`src/rtl/mul_share_arbiter.sv`:
```
// ----------------------------------------------------------------------------
// mul_share_arbiter
//
// Shares one external pipelined 8x8->16 unsigned multiplier between NREQ
// requesters. A round-robin arbiter accepts at most one operand pair per
// cycle. A small tag pipeline follows each issued pair through the
// multiplier so the returning product is strobed back to the requester
// that issued it.
//
// Ports
//   clk        rising-edge clock
//   rst        synchronous active-high reset
//   req_valid  per-requester operand valid                    [NREQ]
//   req_ready  per-requester accept, at most one bit set      [NREQ]
//   req_op1    packed operand A, requester i at [8i+7:8i]     [8*NREQ]
//   req_op2    packed operand B, same packing                 [8*NREQ]
//   mul_op1    operand A to the multiplier (registered)       [8]
//   mul_op2    operand B to the multiplier (registered)       [8]
//   mul_res    product from the multiplier                    [16]
//   rsp_valid  one-hot, one-cycle result strobe               [NREQ]
//   rsp_data   product for the strobed requester              [16]
//   busy       an accepted request is still awaiting its response
//
// Timing: accept in cycle T -> mul_op in T+1 -> mul_res in T+1+MUL_LAT
//         -> rsp_valid in T+2+MUL_LAT.
// ----------------------------------------------------------------------------
module mul_share_arbiter #(
    parameter int unsigned NREQ    = 4,
    parameter int unsigned IDW     = 2,
    parameter int unsigned MUL_LAT = 2
) (
    input  logic                clk,
    input  logic                rst,
    input  logic [NREQ-1:0]     req_valid,
    output logic [NREQ-1:0]     req_ready,
    input  logic [8*NREQ-1:0]   req_op1,
    input  logic [8*NREQ-1:0]   req_op2,
    output logic [7:0]          mul_op1,
    output logic [7:0]          mul_op2,
    input  logic [15:0]         mul_res,
    output logic [NREQ-1:0]     rsp_valid,
    output logic [15:0]         rsp_data,
    output logic                busy
);

    // Round-robin pointer: index where the next search starts.
    logic [IDW-1:0]     r_ptr;

    // Issue stage: lives alongside the registered multiplier operands.
    logic [7:0]         r_mul_op1;
    logic [7:0]         r_mul_op2;
    logic               r_iss_vld;
    logic [IDW-1:0]     r_iss_id;

    // Tag stages: stage MUL_LAT-1 lines up with mul_res.
    logic [MUL_LAT-1:0] r_tag_vld;
    logic [IDW-1:0]     r_tag_id [MUL_LAT];

    // Response stage.
    logic [NREQ-1:0]    r_rsp_valid;
    logic [15:0]        r_rsp_data;

    // Arbitration.
    logic [IDW-1:0]     w_idx [NREQ];
    logic               w_gnt_vld;
    logic [IDW-1:0]     w_gnt_id;
    logic [IDW-1:0]     w_ptr_nxt;
    logic [7:0]         w_sel_op1;
    logic [7:0]         w_sel_op2;

    // w_idx[k] is the requester examined k-th when the search starts at r_ptr.
    for (genvar g = 0; g < NREQ; g++) begin : g_idx
        assign w_idx[g] = IDW'((32'(r_ptr) + 32'(g)) % NREQ);
    end

    // Scan from the far end so the earliest position in search order wins.
    always_comb begin
        w_gnt_vld = 1'b0;
        w_gnt_id  = '0;
        for (int k = int'(NREQ) - 1; k >= 0; k--) begin
            if (req_valid[w_idx[k]]) begin
                w_gnt_vld = 1'b1;
                w_gnt_id  = w_idx[k];
            end
        end
    end

    always_comb begin
        req_ready = '0;
        if (w_gnt_vld && !rst) begin
            req_ready[w_gnt_id] = 1'b1;
        end
    end

    assign w_ptr_nxt = (32'(w_gnt_id) + 32'd1 >= NREQ) ? '0 : w_gnt_id + 1'b1;
    assign w_sel_op1 = req_op1[32'(w_gnt_id)*8 +: 8];
    assign w_sel_op2 = req_op2[32'(w_gnt_id)*8 +: 8];

    always_ff @(posedge clk) begin
        if (rst) begin
            r_ptr       <= '0;
            r_mul_op1   <= '0;
            r_mul_op2   <= '0;
            r_iss_vld   <= 1'b0;
            r_iss_id    <= '0;
            r_tag_vld   <= '0;
            for (int k = 0; k < int'(MUL_LAT); k++) begin
                r_tag_id[k] <= '0;
            end
            r_rsp_valid <= '0;
            r_rsp_data  <= '0;
        end else begin
            // Any grant outside reset is an accept, since ready mirrors the grant.
            if (w_gnt_vld) begin
                r_ptr     <= w_ptr_nxt;
                r_mul_op1 <= w_sel_op1;
                r_mul_op2 <= w_sel_op2;
                r_iss_vld <= 1'b1;
                r_iss_id  <= w_gnt_id;
            end else begin
                // Idle multiplier inputs are driven to zero.
                r_mul_op1 <= '0;
                r_mul_op2 <= '0;
                r_iss_vld <= 1'b0;
            end

            r_tag_vld[0] <= r_iss_vld;
            r_tag_id[0]  <= r_iss_id;
            for (int k = 1; k < int'(MUL_LAT); k++) begin
                r_tag_vld[k] <= r_tag_vld[k-1];
                r_tag_id[k]  <= r_tag_id[k-1];
            end

            // rsp_data only updates on a real product and holds otherwise.
            if (r_tag_vld[MUL_LAT-1]) begin
                r_rsp_valid <= NREQ'(1) << r_tag_id[MUL_LAT-1];
                r_rsp_data  <= mul_res;
            end else begin
                r_rsp_valid <= '0;
            end
        end
    end

    assign mul_op1   = r_mul_op1;
    assign mul_op2   = r_mul_op2;
    assign rsp_valid = r_rsp_valid;
    assign rsp_data  = r_rsp_data;
    assign busy      = r_iss_vld | (|r_tag_vld) | (|r_rsp_valid);

endmodule

```
`config.mk`:
```
export PLATFORM = sky130hd
export DESIGN_NAME = mul_share_arbiter
export DESIGN_NICKNAME = d
export VERILOG_FILES = /design/src/rtl/mul_share_arbiter.sv
export SDC_FILE = /design/constraint.sdc
export NUM_CORES = 1
export LEC_CHECK = 0
export CORE_ASPECT_RATIO = 1.2
export CORE_MARGIN = 1.5
export CORE_UTILIZATION = 33
export DETAILED_ROUTE_END_ITERATION = 10
export GPL_TIMING_DRIVEN = 1
export PLACE_DENSITY = 0.84
export SLEW_MARGIN = 10
export SYNTH_ARGS = -nofsm -noshare
export SYNTH_HDL_FRONTEND = slang
export SYNTH_SLANG_ARGS = --single-unit
```
`constraint.sdc`:
```
create_clock -name clk -period 1.79 [get_ports clk]
set_clock_uncertainty 0.15 [all_clocks]
set_input_delay 0.179 -clock clk [delete_from_list [all_inputs] [get_ports clk]]
set_output_delay 0.179 -clock clk [all_outputs]
set_load 0.005 [all_outputs]
```
==> impl_results.md <==
- Status: complete, but fails checks
- Violated checks: negative setup slack
- Clock power share: about 25%
- GRT Residual Overflow: 0
- Initial DRT Pass Iterations: 4
- Longest Clk Path Bufs: 2
- Area Growth Syn to Fin: 86.2%
- FP Rows: 30
- Initial DRC Count: 48
- Pre-CTS WS: -0.660 ns
- Req. time, crit path: ~1.5 ns
- Endpoints failing hold: 0
- Period utilization: 116%
- Setup ws final: -0.286 ns
- Final setup viols: 19
- Share of cells above drive strength 1: 16.3%
- Antenna Diode Count: 0
- Worst Setup Start Kind: flip-flop
- RSZ-0062 raised after global routing: yes
- Worst hold slack: 0.292 ns
- Switching share of total power: 26.1%
- Via density: around 4.6
- Distinct cells, synth: 28
- Residual DRC: 0
- Placed Cells: approximately 400
- Internal cell power: 2.12 mW
- CP Cell Sequence: mux2i_2, o32ai_2, nor2_2, buf_4, inv_4, ha_4, and2_1, buf_2
- Slew Limit Fails: 0
- Combinational power share: 34.4%
- Max-cap violations: 0
- Synth warn: 0
- Cell Area, Synth: 0.00197 sq mm
- Pin count of the biggest net entering global routing: 31
- Maximum clock frequency: between 400 and 500 MHz
- Final Core Density: approximately 64%
- Post-DP HPWL: 4.05 mm
- Critical-path top delay cell: dfxtp_4
- Total wire length: between 5 and 6 mm
- Crit path DAT: 1.75 ns
- Synth Net Count: between 200 and 300
- Core area: 0.00571 sq mm
- Die span in x: 73.6 microns
- Maximum vdd drop: 0.000323 V
- Crit path largest cell delay: 0.38 ns
- H-tree Lvls: 2
- Clk_lat worst skew: about 0.30 ns
- Post-CTS Hold Buffers: 0
- Clk slew on worst S/H paths: 0.08 ns
- Vias in the first global route: roughly 1800
- Die height: approximately 88 microns
- Initial antenna violation count: 0
- Post-route minimum period: 2.08 ns
- Overall routing resource usage: 16.4%
- Setup crit end kind: output port
- Drt wl/cell: 13.5 microns
- CTS tree: built
- Mapped Avg Cell Area: 10.7 sq um
- Cells after Synth: between 150 and 200
- Worst R2R Setup Slack: -0.13 ns
- Area after DPL: roughly 0.0034 sq mm
- P_sw: 752 uW
- Delay-heaviest family, CP: flip-flops
- Leakage: 1.47 nW
- Async SR Flop Fraction: 0%
- Synth Flop Type: dfxtp_1
- Number of port buffers: roughly 130
- Fin nets: 419
- Clk sink count: between 40 and 50
- Critical Path Fanout Max: 4
- Fraction of the yosys area taken by sequential cells: between 40% and 50%
- Power after layout: roughly 2.9 mW
- First-pass GRT wire length: between 8 and 9 mm
- Slew @ Worst Pin: 0.315 ns
- Cts bufs inserted: 5
- HP Class: reg -> reg
- Pwr dens: 783 mW/mm^2
- Register bit total from synthesis: 47
- Root Buffer: clkbuf_8
- Sequential Power Share: 41.1%
- Worst slew margin: between 70 and 80%
- DRT antenna net count: 0
- Die ar.: 0.00645 sq mm
- Setup tns final: -1.63 ns
- Post-synth EDFFs: 0
- Gp weighted congestion: 0.703
- Non-filler instance count after layout: around 400
- Starting Density: 34.6%
- Critical path class: reg -> out
- Num ports: approximately 130
- WP buf/inv: 3
- Finished Cell Area: ~0.0037 sq mm
- Vias: 1875
[metal layers]
layer	global-route usage, %	vias up	routed length, microns
li1	-	945	-
met1	17.8	857	2110
met2	30.5	65	3060
met3	5.06	8	337
met4	4.04	0	68
met5	0	-	0
[registers in the layout, indices dropped and copies added, names as in the netlist]
signal	cells
rsp_data	16
r_tag_id	4
mul_op2	8
r_iss_id	2
r_tag_vld	2
r_iss_vld	1
rsp_valid	4
mul_op1	8
r_ptr	2
[Yosys cell counts, types with 2 or more instances]
| cell | number | area (sq um) |
|---|---|---|
| nor2_1 | 21 | 78.8 |
| clkbuf_1 | 5 | 18.8 |
| nor2_2 | 2 | 12.5 |
| buf_6 | 3 | 33.8 |
| a21oi_1 | 6 | 30.0 |
| nor4bb_1 | 2 | 20.0 |
| mux2i_1 | 50 | 500 |
| dfxtp_1 | 47 | 941 |
| inv_1 | 3 | 11.3 |
| and2_1 | 2 | 12.5 |
| o22ai_1 | 16 | 100 |
| nor2b_1 | 6 | 37.5 |
| ha_1 | 2 | 25.0 |
| nand2_1 | 5 | 18.8 |
[final cells by class]
type	instances	area, sq um
repair buffers	150	1480
fillers	468	2030
well taps	80	100
inverters	4	17.5
multi-input cells	123	1030
clock buffers	7	96.3
flip-flops and latches	47	945
clock inverters	1	7.51
[final timing paths]
| check | startpoint | to | depth (start not counted) |
|---|---|---|---|
| worst min-delay path | r_tag_id[0][1]$_SDFF_PP0_ | r_tag_id[0][3]$_SDFF_PP0_ | 1 |
| worst min register to register | r_tag_id[0][1]$_SDFF_PP0_ | r_tag_id[0][3]$_SDFF_PP0_ | 1 |
| worst max register to register | r_ptr[1]$_SDFFE_PP0P_ | mul_op2[1]$_SDFF_PN0_ | 9 |
| worst max-delay path | r_ptr[1]$_SDFFE_PP0P_ | req_ready[2] | 8 |
[power by group through the flow]
stage               combinational, mW  clock, mW  sequential [mW]
floorplan                       0.393          0             1.21
global route                     1.06      0.774             1.19
CTS                             0.903      0.719             1.18
finish                          0.988      0.705             1.18
detailed placement              0.837          0             1.20
global placement                0.820          0             1.20
[repair_timing]
action	CTS	global route
gates resized for setup	35	11
setup buffers	5	1
pin swaps	5	5
gates cloned	0	2
setup endpoints to repair	19	21
[placed cells by master, fill, tap and decap left out, drive strengths merged, types with 2 or more instances in the layout]
cell	count
o21ai	2
nor2	23
dlygate4sd2	3
a21oi	6
ha	2
clkdlybuf4s50	119
mux2i	50
o22ai	16
nand2	6
nor4bb	2
inv	4
clkbuf	9
dfxtp	47
buf	26
nor2b	6
nor4	2
and2	2
[kinds of logic (layout without fill, tap and decap cells)]
family / after synthesis / count (layout) / share of synthesized area [%]
mux: 50 / 50 / 25.4
flops: 47 / 47 / 47.7
simple gates: 45 / 45 / 12.3
compound gates: 26 / 26 / 8.05
buf+inv: 14 / 162 / 5.33
fa+ha+maj: 2 / 2 / 1.27
Power figures use the tool's default switching activity.
